<file path="src/rtl/layer_config_sequencer_if.sv">
// Parameter stream and shared layer configuration bus of the weight/bias sequencer.
// The slave side is the sequencer; the master side feeds words and watches the strobes.
interface layer_config_sequencer_if #(
    parameter int DATA_WIDTH = 32
);
    logic [DATA_WIDTH-1:0] s_data;
    logic                  s_valid;
    logic                  s_ready;
    logic [31:0]           config_layer_num;
    logic [31:0]           config_neuron_num;
    logic [DATA_WIDTH-1:0] weight_value;
    logic                  weight_valid;
    logic [DATA_WIDTH-1:0] bias_value;
    logic                  bias_valid;

    modport slave (
        input  s_data, s_valid,
        output s_ready, config_layer_num, config_neuron_num,
               weight_value, weight_valid, bias_value, bias_valid
    );

    modport master (
        output s_data, s_valid,
        input  s_ready, config_layer_num, config_neuron_num,
               weight_value, weight_valid, bias_value, bias_valid
    );
endinterface

</file>
<file path="src/rtl/layer_config_sequencer.sv">
// Streams weight and bias words into the 4-layer network in layer/neuron/weight order.
// Optional running checksum of accepted words: define CFG_CHECKSUM_EN.
module layer_config_sequencer #(
    parameter int DATA_WIDTH = 32,
    parameter int L1_NEURONS = 30,
    parameter int L1_WEIGHTS = 784,
    parameter int L2_NEURONS = 30,
    parameter int L2_WEIGHTS = 30,
    parameter int L3_NEURONS = 10,
    parameter int L3_WEIGHTS = 30,
    parameter int L4_NEURONS = 10,
    parameter int L4_WEIGHTS = 10
) (
    input  logic                          s_axi_aclk,
    input  logic                          reset,
    input  logic                          start,
    layer_config_sequencer_if.slave       bus,
    output logic                          busy,
    output logic                          done,
    output logic [31:0]                   words_loaded
`ifdef CFG_CHECKSUM_EN
    ,
    input  logic [31:0]                   expected_checksum,
    output logic [31:0]                   checksum,
    output logic                          checksum_match
`endif
);

    typedef enum logic [2:0] {
        IDLE,
        WEIGHT,
        BIAS,
        FINISH,
        DONE
    } state_t;

    state_t                r_state;
    logic [2:0]            r_layer;
    logic [31:0]           r_neuron;
    logic [31:0]           r_weight;
    logic                  r_ready;
    logic                  r_busy;
    logic                  r_done;
    logic [31:0]           r_words;
    logic [31:0]           r_cfgLayer;
    logic [31:0]           r_cfgNeuron;
    logic [DATA_WIDTH-1:0] r_weightValue;
    logic                  r_weightValid;
    logic [DATA_WIDTH-1:0] r_biasValue;
    logic                  r_biasValid;

    logic w_accept;
    logic w_startAccept;

    assign w_accept      = bus.s_valid && r_ready;
    assign w_startAccept = start && (r_state == IDLE);

    function automatic logic [31:0] weightsOf(input logic [2:0] layer);
        case (layer)
            3'd1:    weightsOf = 32'(L1_WEIGHTS);
            3'd2:    weightsOf = 32'(L2_WEIGHTS);
            3'd3:    weightsOf = 32'(L3_WEIGHTS);
            default: weightsOf = 32'(L4_WEIGHTS);
        endcase
    endfunction

    function automatic logic [31:0] neuronsOf(input logic [2:0] layer);
        case (layer)
            3'd1:    neuronsOf = 32'(L1_NEURONS);
            3'd2:    neuronsOf = 32'(L2_NEURONS);
            3'd3:    neuronsOf = 32'(L3_NEURONS);
            default: neuronsOf = 32'(L4_NEURONS);
        endcase
    endfunction

    // FINISH is the cycle carrying the last bias strobe; DONE is the done-pulse cycle, still busy.
    always_ff @(posedge s_axi_aclk) begin
        if (reset) begin
            r_state       <= IDLE;
            r_layer       <= 3'd0;
            r_neuron      <= 32'd0;
            r_weight      <= 32'd0;
            r_ready       <= 1'b0;
            r_busy        <= 1'b0;
            r_done        <= 1'b0;
            r_words       <= 32'd0;
            r_cfgLayer    <= 32'd0;
            r_cfgNeuron   <= 32'd0;
            r_weightValue <= '0;
            r_weightValid <= 1'b0;
            r_biasValue   <= '0;
            r_biasValid   <= 1'b0;
        end else begin
            r_weightValid <= 1'b0;
            r_biasValid   <= 1'b0;
            case (r_state)
                IDLE: begin
                    if (start) begin
                        r_state  <= WEIGHT;
                        r_layer  <= 3'd1;
                        r_neuron <= 32'd0;
                        r_weight <= 32'd0;
                        r_words  <= 32'd0;
                        r_ready  <= 1'b1;
                        r_busy   <= 1'b1;
                    end
                end
                WEIGHT: begin
                    if (w_accept) begin
                        r_weightValid <= 1'b1;
                        r_weightValue <= bus.s_data;
                        r_cfgLayer    <= {29'd0, r_layer};
                        r_cfgNeuron   <= r_neuron;
                        r_words       <= r_words + 32'd1;
                        r_weight      <= r_weight + 32'd1;
                        if (r_weight == weightsOf(r_layer) - 32'd1) begin
                            r_state <= BIAS;
                        end
                    end
                end
                BIAS: begin
                    if (w_accept) begin
                        r_biasValid <= 1'b1;
                        r_biasValue <= bus.s_data;
                        r_cfgLayer  <= {29'd0, r_layer};
                        r_cfgNeuron <= r_neuron;
                        r_words     <= r_words + 32'd1;
                        r_weight    <= 32'd0;
                        r_state     <= WEIGHT;
                        if (r_neuron == neuronsOf(r_layer) - 32'd1) begin
                            r_neuron <= 32'd0;
                            if (r_layer == 3'd4) begin
                                r_state <= FINISH;
                                r_ready <= 1'b0;
                            end else begin
                                r_layer <= r_layer + 3'd1;
                            end
                        end else begin
                            r_neuron <= r_neuron + 32'd1;
                        end
                    end
                end
                FINISH: begin
                    r_state <= DONE;
                    r_done  <= 1'b1;
                end
                DONE: begin
                    r_state <= IDLE;
                    r_done  <= 1'b0;
                    r_busy  <= 1'b0;
                end
                default: begin
                    r_state <= IDLE;
                    r_ready <= 1'b0;
                    r_busy  <= 1'b0;
                    r_done  <= 1'b0;
                end
            endcase
        end
    end

    assign bus.s_ready           = r_ready;
    assign bus.config_layer_num  = r_cfgLayer;
    assign bus.config_neuron_num = r_cfgNeuron;
    assign bus.weight_value      = r_weightValue;
    assign bus.weight_valid      = r_weightValid;
    assign bus.bias_value        = r_biasValue;
    assign bus.bias_valid        = r_biasValid;
    assign busy                  = r_busy;
    assign done                  = r_done;
    assign words_loaded          = r_words;

`ifdef CFG_CHECKSUM_EN
    logic [31:0] r_checksum;
    logic        r_match;
    logic [31:0] w_beat32;

    if (DATA_WIDTH >= 32) begin : g_trunc
        assign w_beat32 = bus.s_data[31:0];
    end else begin : g_extend
        assign w_beat32 = {{(32 - DATA_WIDTH){1'b0}}, bus.s_data};
    end

    // The sum is final once the last bias is taken, so the match is latched as done rises.
    always_ff @(posedge s_axi_aclk) begin
        if (reset) begin
            r_checksum <= 32'd0;
            r_match    <= 1'b0;
        end else if (w_startAccept) begin
            r_checksum <= 32'd0;
            r_match    <= 1'b0;
        end else begin
            if (w_accept) begin
                r_checksum <= r_checksum + w_beat32;
            end
            if (r_state == FINISH) begin
                r_match <= (r_checksum == expected_checksum);
            end
        end
    end

    assign checksum       = r_checksum;
    assign checksum_match = r_match;
`endif

endmodule

</file>
<file path="src/flat_wrapper.sv">
// flat-port wrapper written by rule: the top's interface ports become plain ports
module layer_config_sequencer_flat 
#(
    parameter int DATA_WIDTH = 32,
    parameter int L1_NEURONS = 30,
    parameter int L1_WEIGHTS = 784,
    parameter int L2_NEURONS = 30,
    parameter int L2_WEIGHTS = 30,
    parameter int L3_NEURONS = 10,
    parameter int L3_WEIGHTS = 30,
    parameter int L4_NEURONS = 10,
    parameter int L4_WEIGHTS = 10
)
  (s_axi_aclk, reset, start, busy, done, words_loaded, bus_s_data, bus_s_valid, bus_s_ready, bus_config_layer_num, bus_config_neuron_num, bus_weight_value, bus_weight_valid, bus_bias_value, bus_bias_valid);
  layer_config_sequencer_if #(.DATA_WIDTH(DATA_WIDTH)) bus_i ();
  input  logic s_axi_aclk;
  input  logic reset;
  input  logic start;
  output logic busy;
  output logic done;
  output logic [31:0] words_loaded;
  input wire logic [$bits(bus_i.s_data)-1:0] bus_s_data;
  input wire logic [$bits(bus_i.s_valid)-1:0] bus_s_valid;
  output wire logic [$bits(bus_i.s_ready)-1:0] bus_s_ready;
  output wire logic [$bits(bus_i.config_layer_num)-1:0] bus_config_layer_num;
  output wire logic [$bits(bus_i.config_neuron_num)-1:0] bus_config_neuron_num;
  output wire logic [$bits(bus_i.weight_value)-1:0] bus_weight_value;
  output wire logic [$bits(bus_i.weight_valid)-1:0] bus_weight_valid;
  output wire logic [$bits(bus_i.bias_value)-1:0] bus_bias_value;
  output wire logic [$bits(bus_i.bias_valid)-1:0] bus_bias_valid;
  assign bus_i.s_data = bus_s_data;
  assign bus_i.s_valid = bus_s_valid;
  assign bus_s_ready = bus_i.s_ready;
  assign bus_config_layer_num = bus_i.config_layer_num;
  assign bus_config_neuron_num = bus_i.config_neuron_num;
  assign bus_weight_value = bus_i.weight_value;
  assign bus_weight_valid = bus_i.weight_valid;
  assign bus_bias_value = bus_i.bias_value;
  assign bus_bias_valid = bus_i.bias_valid;
  layer_config_sequencer #(.DATA_WIDTH(DATA_WIDTH), .L1_NEURONS(L1_NEURONS), .L1_WEIGHTS(L1_WEIGHTS), .L2_NEURONS(L2_NEURONS), .L2_WEIGHTS(L2_WEIGHTS), .L3_NEURONS(L3_NEURONS), .L3_WEIGHTS(L3_WEIGHTS), .L4_NEURONS(L4_NEURONS), .L4_WEIGHTS(L4_WEIGHTS)) u_core (.s_axi_aclk(s_axi_aclk), .reset(reset), .start(start), .bus(bus_i), .busy(busy), .done(done), .words_loaded(words_loaded));
endmodule
</file>
<file path="config.mk">
export PLATFORM = sky130hd
export DESIGN_NAME = layer_config_sequencer_flat
export DESIGN_NICKNAME = d
export VERILOG_FILES = /design/src/rtl/layer_config_sequencer_if.sv /design/src/rtl/layer_config_sequencer.sv /design/src/flat_wrapper.sv
export SDC_FILE = /design/constraint.sdc
export NUM_CORES = 1
export LEC_CHECK = 0
export ABC_CLOCK_PERIOD_IN_PS = 2460
export BUFFER_PORTS_ARGS = -buffer_cell sky130_fd_sc_hd__buf_2
export CAP_MARGIN = 15
export CORE_UTILIZATION = 35
export DETAILED_ROUTE_END_ITERATION = 16
export PLACE_DENSITY = 0.7
export RECOVER_POWER = 25
export SYNTH_ARGS = -nofsm -noshare
export SYNTH_HDL_FRONTEND = slang
export SYNTH_SLANG_ARGS = --single-unit
</file>
<file path="constraint.sdc">
create_clock -name s_axi_aclk -period 2.46 [get_ports s_axi_aclk]
set_clock_uncertainty 0.2 [all_clocks]
set_input_delay 0.492 -clock s_axi_aclk [delete_from_list [all_inputs] [get_ports s_axi_aclk]]
set_output_delay 0.492 -clock s_axi_aclk [all_outputs]
set_load 0.1 [all_outputs]
</file>
==> results.json <==
{
  "outcome": "completed",
  "fin_crit_ns": 2.304,
  "irDropWorstVdd_mv": 0.5563,
  "clock_sinks": 206,
  "cp_common_cell": "buf_4",
  "clkLatencyLatePin_ns": 0.51,
  "gr-total-overflow": 0,
  "ys_warn_count": 0,
  "final.period_utilization": 0.9366,
  "place_area_sq_um": 10680,
  "path_clk_slew_ns": 0.06,
  "coreArea_sq_um": 25470,
  "drt_pre_antenna_iters": 5,
  "syn_inst": 1125,
  "power_frac_clock": 0.401,
  "power_switching_mw": 2.643,
  "stdcell_count": 1671,
  "cts_buffers": 23,
  "crit_buf_inv": 3,
  "rr_worst_depth": 9,
  "ys.flop_type": "dfxtp_1",
  "p_seq_frac": 0.412,
  "grt_pass1_vias": 8265,
  "netSwitchingFraction": 0.3109,
  "drt-initial-drc-count": 445,
  "max_freq_mhz": 434.0,
  "ctsHtreeMaxLevel": 1,
  "setup_viol": 0,
  "crit_arrival_ns": 2.53,
  "yosysUniqueCellTypes": 77,
  "p_int_mw": 5.858,
  "ys_seq_elements": 206,
  "r2r_start": "u_core.r_layer[1]",
  "ant_nets": 0,
  "final_cell_area_sq_um": 11440,
  "crit_path_end_kind": "register",
  "drive_gt1_frac": 0.2513,
  "start_util": 0.3602,
  "n_antenna_cell": 0,
  "routed_wire_length_per_instance_um": 14.83,
  "cpPeakStageDelay_ns": 0.37,
  "grt_max_degree": 55,
  "dieArea_sq_um": 26860,
  "fin_nets": 1369,
  "cp-endpoint": "u_core.r_layer[1]",
  "min_path_type": "input pin to register",
  "relSlewSlack": 0.2473,
  "vias_per_cell": 5.136,
  "die_w_um": 163.9,
  "crit_required_ns": 2.69,
  "r2r-end": "u_core.r_layer[1]",
  "crit_family": "multiplexers",
  "routed_wl_um": 24780,
  "slew_violations": 0,
  "cp_max_fo": 5,
  "hold_violations": 0,
  "p_per_area_nw_per_um2": 742.9,
  "power.total_mw": 8.500,
  "timing.hold.ws_ns": 0.02920,
  "cts_tree": "yes",
  "grt_pass1_wl_um": 40580,
  "antenna_found_initial": 1,
  "dp_cells": 1629,
  "crit_type": "register to register",
  "crit_chain": "inv_1 > ha_1 > o21bai_1 > mux2i_2 > buf_4 > nor4b_2 > buf_4 > mux2_2 > a21oi_1",
  "p_leak_nw": 4.267,
  "rsz0062_at_grt": "false",
  "synth-seq-area-share": 0.4495,
  "core.rowCount": 58,
  "ios": 201,
  "gr-usage-all-layers": 0.1839,
  "vias": 8582,
  "cp.depth": 9,
  "portBuffers": 171,
  "r2r_setup_slack_ns": 0.16,
  "critPathLaunchType": "register",
  "worstMarginPinSlew_ns": 1.129,
  "root_buffer": "clkbuf_16",
  "synth_edf_count": 0,
  "synth-async-reset-ratio": 0,
  "clk_path_buf_depth": 3,
  "die_h_um": 163.9,
  "place_congestion": 0.8367,
  "syn_area_per_cell_sq_um": 8.154,
  "area_delta_synth_final_pct": 24.73,
  "dpl.hpwl_um": 17450,
  "drv_cap": 0,
  "critPathSlowestCell": "dfxtp_2",
  "p_comb_frac": 0.187,
  "cp-startpoint": "u_core.r_layer[1]",
  "drcViolationCount": 0,
  "netlist_area_sq_um": 9174
}
layer usage:
metal	track usage	vias up	share of wire
li1	-	4289	-
met1	0.2352	4021	0.45
met4	0.05219	2	0.020
met3	0.04722	34	0.071
met2	0.3039	236	0.46
met5	0	-	0.00048
logic make-up after synthesis:
kind of cell               share of synthesized area
buffers and inverters                        0.06574
xor gates and xnor gates                     0.04296
DFF                                           0.4495
AOI/OAI and AO/OA                             0.1753
muxes                                       0.003410
adders and majority gates                    0.01091
and+or+nand+nor                               0.2518
other                                      0.0004088
worst min path at each step:
stage,startpoint,endpoint,depth (start not counted)
floorplan,u_core.r_neuron[31],u_core.bus.config_neuron_num[31],2
global placement,u_core.bus.bias_value[6],u_core.bus.bias_value[6],2
detailed placement,u_core.bus.weight_value[5],u_core.bus.weight_value[5],2
CTS,bus_s_data[15],u_core.bus.bias_value[15],3
global route,bus_s_data[15],u_core.bus.weight_value[15],3
finish,bus_s_data[15],u_core.bus.bias_value[15],3
cell type report:
| cell class | count | area, sq um |
|---|---|---|
| fillers | 2529 | 14030 |
| multi-input cells | 830 | 4588 |
| inverters | 17 | 63.81 |
| clock inverters | 5 | 53.80 |
| clock buffers | 36 | 704.4 |
| well taps | 330 | 412.9 |
| flip-flops and latches | 206 | 4169 |
| repair buffers | 247 | 1450 |
power groups by stage:
stage	combinational [mW]	clock, mW	sequential (mW)
detailed placement	1.58	0	3.57
global placement	1.57	0	3.57
global route	1.69	3.66	3.52
CTS	1.59	3.51	3.50
floorplan	0.820	0	3.94
finish	1.59	3.41	3.51
registers in the layout, indices dropped and copies added (netlist names):
signal,flops
u_core.bus.bias_valid,1
u_core.bus.bias_value,32
u_core.bus.config_layer_num,3
u_core.bus.config_neuron_num,32
u_core.bus.s_ready,1
u_core.bus.weight_valid,1
u_core.bus.weight_value,32
u_core.busy,1
u_core.done,1
u_core.r_layer,3
u_core.r_neuron,32
u_core.r_state,3
u_core.r_weight,32
u_core.words_loaded,32
cells in the mapped netlist, types with 22 or more instances:
cell,number,share of area
xor2_1,25,0.024
nor2_1,68,0.028
nand4_1,22,0.015
a21oi_1,150,0.082
nand3_1,31,0.017
o21ai_0,27,0.015
nand2_1,239,0.098
clkbuf_1,42,0.017
dfxtp_1,206,0.45
or3_1,24,0.016
or4_1,23,0.019
buf_4,30,0.025
cell usage in the layout, fill, tap and decap left out, types with 4 or more instances in the layout:
master,Yosys,final
nand4_1,22,22
o21ai_0,27,27
o211ai_1,8,8
clkbuf_2,2,64
xnor2_1,20,20
a2111oi_0,5,5
nor3_1,11,11
dfxtp_4,0,5
a211oi_1,7,7
conb_1,1,29
and2_1,5,5
nor2b_1,5,5
dfxtp_1,206,180
and4_1,4,4
xor2_1,25,25
or4_1,23,22
nand3_1,31,30
buf_2,18,108
o31ai_1,19,19
o2111ai_1,9,9
inv_1,17,17
ha_1,8,8
buf_4,30,67
clkbuf_16,0,23
a21oi_1,150,150
nor2_1,68,67
nor4_1,11,11
clkbuf_8,0,8
a21oi_2,4,4
clkbuf_1,42,9
and3_1,11,10
nand2_1,239,239
dfxtp_2,0,21
or3_1,24,24
through the flow:
stage                     worst slack (ns)  TNS, ns  utilization
final                               0.1559        0       0.4492
after global routing               0.01593        0       0.4492
after CTS                         0.004363        0       0.4491
after detailed placement          -0.07153  -0.2856       0.4191
after global placement            -0.03887  -0.1190       0.4191
after floorplan                    0.01712        0            -
timing repair:
action | CTS | global route
pin swaps | 0 | 2
setup buffers | 0 | 1
gates cloned | 0 | 0
setup endpoints to repair | 1 | 47
gates resized for setup | 1 | 9
hold buffers | 0 | 0
tightest hold or removal path, delay by kind of cell:
family | cells | cell delay [ns]
buffers and inverters | 1 | 0.10
AOI/OAI and AO/OA | 1 | 0.05
and+or+nand+nor | 1 | 0.05
Power figures use the tool's default switching activity.
